File: src/rtl/minterm_sweep_pkg.sv
// Shared types and widths for the minterm sweep checker.
//   state_t      : sweep FSM states
//   NUM_MINTERMS : minterms of a 3-input function
//   IDX_W        : minterm index width
//   CNT_W        : settle counter width
package minterm_sweep_pkg;

   localparam int unsigned NUM_MINTERMS = 8;
   localparam int unsigned IDX_W        = 3;
   localparam int unsigned CNT_W        = 4;

   typedef enum logic [1:0] {
      ST_IDLE,
      ST_SETTLE,
      ST_SAMPLE,
      ST_DONE
   } state_t;

endpackage

File: src/rtl/sweep_settle_timer.sv
// Settle-time counter for the minterm sweep.
//   clk, rst_n : clock, async active-low reset
//   i_clr      : synchronous clear (wins over i_en)
//   i_en       : count enable
//   o_tc_c     : combinational terminal count, high when count == SETTLE-1
module sweep_settle_timer
   import minterm_sweep_pkg::*;
#(
   parameter int unsigned SETTLE = 1
) (
   input  logic clk,
   input  logic rst_n,
   input  logic i_clr,
   input  logic i_en,
   output logic o_tc_c
);

   logic [CNT_W-1:0] r_cnt;

   // Count register
   always_ff @(posedge clk or negedge rst_n) begin
      if (!rst_n) begin
         r_cnt <= '0;
      end else if (i_clr) begin
         r_cnt <= '0;
      end else if (i_en) begin
         r_cnt <= r_cnt + CNT_W'(1);
      end
   end

   assign o_tc_c = (r_cnt == CNT_W'(SETTLE - 1));

endmodule

File: config.mk
export PLATFORM = sky130hd
export DESIGN_NAME = sweep_settle_timer
export DESIGN_NICKNAME = d
export VERILOG_FILES = /design/src/rtl/minterm_sweep_pkg.sv /design/src/rtl/sweep_settle_timer.sv
export SDC_FILE = /design/constraint.sdc
export NUM_CORES = 1
export LEC_CHECK = 0
export CORE_AREA = 2 2 39 41
export CTS_BUF_LIST = sky130_fd_sc_hd__clkbuf_16
export DETAILED_ROUTE_END_ITERATION = 8
export DIE_AREA = 0 0 41 43
export GPL_TIMING_DRIVEN = 0
export SYNTH_ARGS = -nofsm -noshare
export SYNTH_HDL_FRONTEND = slang
export SYNTH_SLANG_ARGS = --single-unit
File: constraint.sdc
create_clock -name clk -period 0.9 [get_ports clk]
set_input_delay 0.09 -clock clk [delete_from_list [all_inputs] [get_ports clk]]
set_output_delay 0.09 -clock clk [all_outputs]
set_load 0.02 [all_outputs]
==> metrics <==
status=finished, violations left; failing checks=setup timing; most common cell in the netlist=dfrtp_1; Post-synth EDFFs=0; post-route ant nets=0; worst hold path class=in -> async; max FFs per register=4; initial core utilization=0.159; yosys warns=0; Comb pwr share=0.111; fin cells=45; register bit total from synthesis=4; Final setup viols=4; n_diodes=0; Synth top cells by count=dfrtp_1 (4), nor2_1 (3), ha_1 (2), inv_1 (2); GP Congestion=0.596; Critical path buffers and inverters=2; Critical R2R Launch=r_cnt[1]$_DFFE_PN0P_; Core Area=1380 um^2; slowest stage delay, CP=0.37 ns; layout cells sized above 1=0.414; CTS Root Cell=clkbuf_16; first drt pass iteration count=2; fillcell total=145; first-pass GRT wire length=883 um; die span in x=41 um; Static Leak=0.177 nW; Die Area=1760 um^2; gr usage total=0.0886; Yosys cell types=13; fin util=0.280; Power Density=2570 nW/um^2; FF+latch area=100 um^2; async set or reset register ratio after synthesis=1.00; syn_area_per_cell=11.0 um^2; Data arrival, critical path=1.10 ns; largest net degree at the start of global routing=6; Sequential Power Share=0.198; CTS tree=done; Worst slew margin=0.854; final wirelength=459 um; crit end category=primary output; VDD IR max=0.00104 V; Post-Place Cell Area=294 um^2; Slew Viols, Final=0; CTS sink count=4; Switching Share=0.176; R2R Setup Slk=-0.16 ns; top flop regs=r_cnt: 4 flops; area leader, netlist=dfrtp_1; Top Family by Delay on Critical Path=flip-flops; multi-input logic area=130 um^2; vias in the first global route=226; Worst path depth=4; Worst R2R End=r_cnt[2]$_DFFE_PN0P_; Hold WS=0.0690 ns; Post-Syn Nets=26; total of max-cap violations=0; CP max FO=2; post-route setup slack=-0.293 ns; Slowest cell on crit path=dfrtp_1; Mapped Area=220 um^2; initial antenna violation count=0; register area share after synthesis=0.455; Setup CP Type=reg -> out; Initial DRC Count=1; die height=43 um; cts bufs inserted=3; per-cell routed wire length=10.2 um; Hold-fix buffers, CTS=0; depth of the worst register-to-register path=4; Pint=0.821 mW; total congestion overflow=0; IO buf count=4; CTS clk-pin slew, worst paths=0.03 ns; Primary FF master, synth=dfrtp_1; Avg Vias per Cell=4.18; largest reg by FF count=r_cnt; clk_lat worst skew=0.22 ns; area fraction of the dominant cell type after synthesis=0.455; area grow syn2layout=76.1%; switching pwr=0.176 mW; Clock Tree Buf Depth=2; Placed Instances=40; clock group share of total power=0.691; via count=188; synth top area cells=dfrtp_1 (45%), ha_1 (11%), mux2_4 (6.8%); RSZ-0062 raised after global routing=true; Worst Max-Slew Pin Slew=0.220 ns; end of the critical path=o_tc_c; fin nets=37; CP Launch Point=r_cnt[1]$_DFFE_PN0P_; worst path cell trace=inv_1 > ha_1 > nor3b_4 > buf_6; Synth Instances=20; Tmin final=1.19 ns; CP Launch Type=register; period utilization=1.33; num rows=14; H-tree levels=1; Max Clk Rate=838 MHz; Top-Level Pins=5; final hold violations=0; clock skew=0.00196 ns; # DRC=0; Worst EP required=0.81 ns; final instance area=388 um^2
[how the worst min path moves through the flow]
stage	startpoint	endpoint	slack (ns)	depth (start not counted)
after global placement	rst_n	r_cnt[3]$_DFFE_PN0P_	0.30	1
after detailed placement	rst_n	r_cnt[0]$_DFFE_PN0P_	0.30	1
final	rst_n	r_cnt[2]$_DFFE_PN0P_	0.07	1
after floorplan	rst_n	r_cnt[0]$_DFFE_PN0P_	-0.21	0
after global routing	rst_n	r_cnt[2]$_DFFE_PN0P_	0.09	1
after CTS	rst_n	r_cnt[1]$_DFFE_PN0P_	0.07	1
[metrics by stage]
stage	TNS [ns]	power, mW	setup WS [ns]
detailed placement	-1.41	0.295	-0.578
floorplan	-0.174	0.253	-0.0607
global placement	-1.38	0.294	-0.571
CTS	-0.647	1.01	-0.291
global route	-0.951	1.04	-0.366
finish	-0.694	0.997	-0.293
[routing by layer]
layer | wire [um] | GRT usage
met3 | 10 | 0.0471
met5 | 0 | 0
met1 | 185 | 0.0747
met2 | 225 | 0.119
met4 | 38 | 0.120
[final cells by class]
cell class	instances	area share
inverter	2	0.0194
tap	16	0.0516
multi-input combinational	14	0.335
timing repair buffer	6	0.142
sequential	4	0.258
clock buffer	3	0.194
[cells by family (layout without fill, tap and decap cells)]
family | Yosys count | after routing | synth area share
fa+ha+maj | 2 | 2 | 0.114
compound gates | 2 | 2 | 0.0682
simple gates | 7 | 7 | 0.176
buf+inv | 2 | 11 | 0.0341
xor+xnor | 1 | 1 | 0.0398
flops | 4 | 4 | 0.455
mux | 2 | 2 | 0.114
[power groups by stage]
stage / Clock [mW] / Sequential (mW) / Combinational, mW
after global placement: 0 / 0.204 / 0.0893
final: 0.688 / 0.197 / 0.111
after global routing: 0.712 / 0.199 / 0.126
after floorplan: 0 / 0.201 / 0.0516
after detailed placement: 0 / 0.204 / 0.0908
after CTS: 0.697 / 0.196 / 0.112
[cell usage in the layout (no fill, tap or decap)]
cell and n:
clkdlybuf4s50_1 2, a21bo_2 1, inv_2 1, ha_1 1, nand3b_1 1, nor2_1 3, dlygate4sd2_1 1, nor3b_4 1
nor2b_1 1, buf_6 1, mux2i_1 1, nand4_1 1, dfrtp_1 4, inv_1 1, buf_4 2, clkbuf_16 3
mux2_4 1, a21oi_2 1, ha_2 1, xnor2_1 1
[what timing repair did]
action / in CTS / in global routing
endpoints found under the setup margin: 4 / 4
pin swaps: 2 / 0
gates resized for setup: 8 / 1
buffers inserted: 2 / 0
No activity file was read; power rests on OpenSTA's default activity.
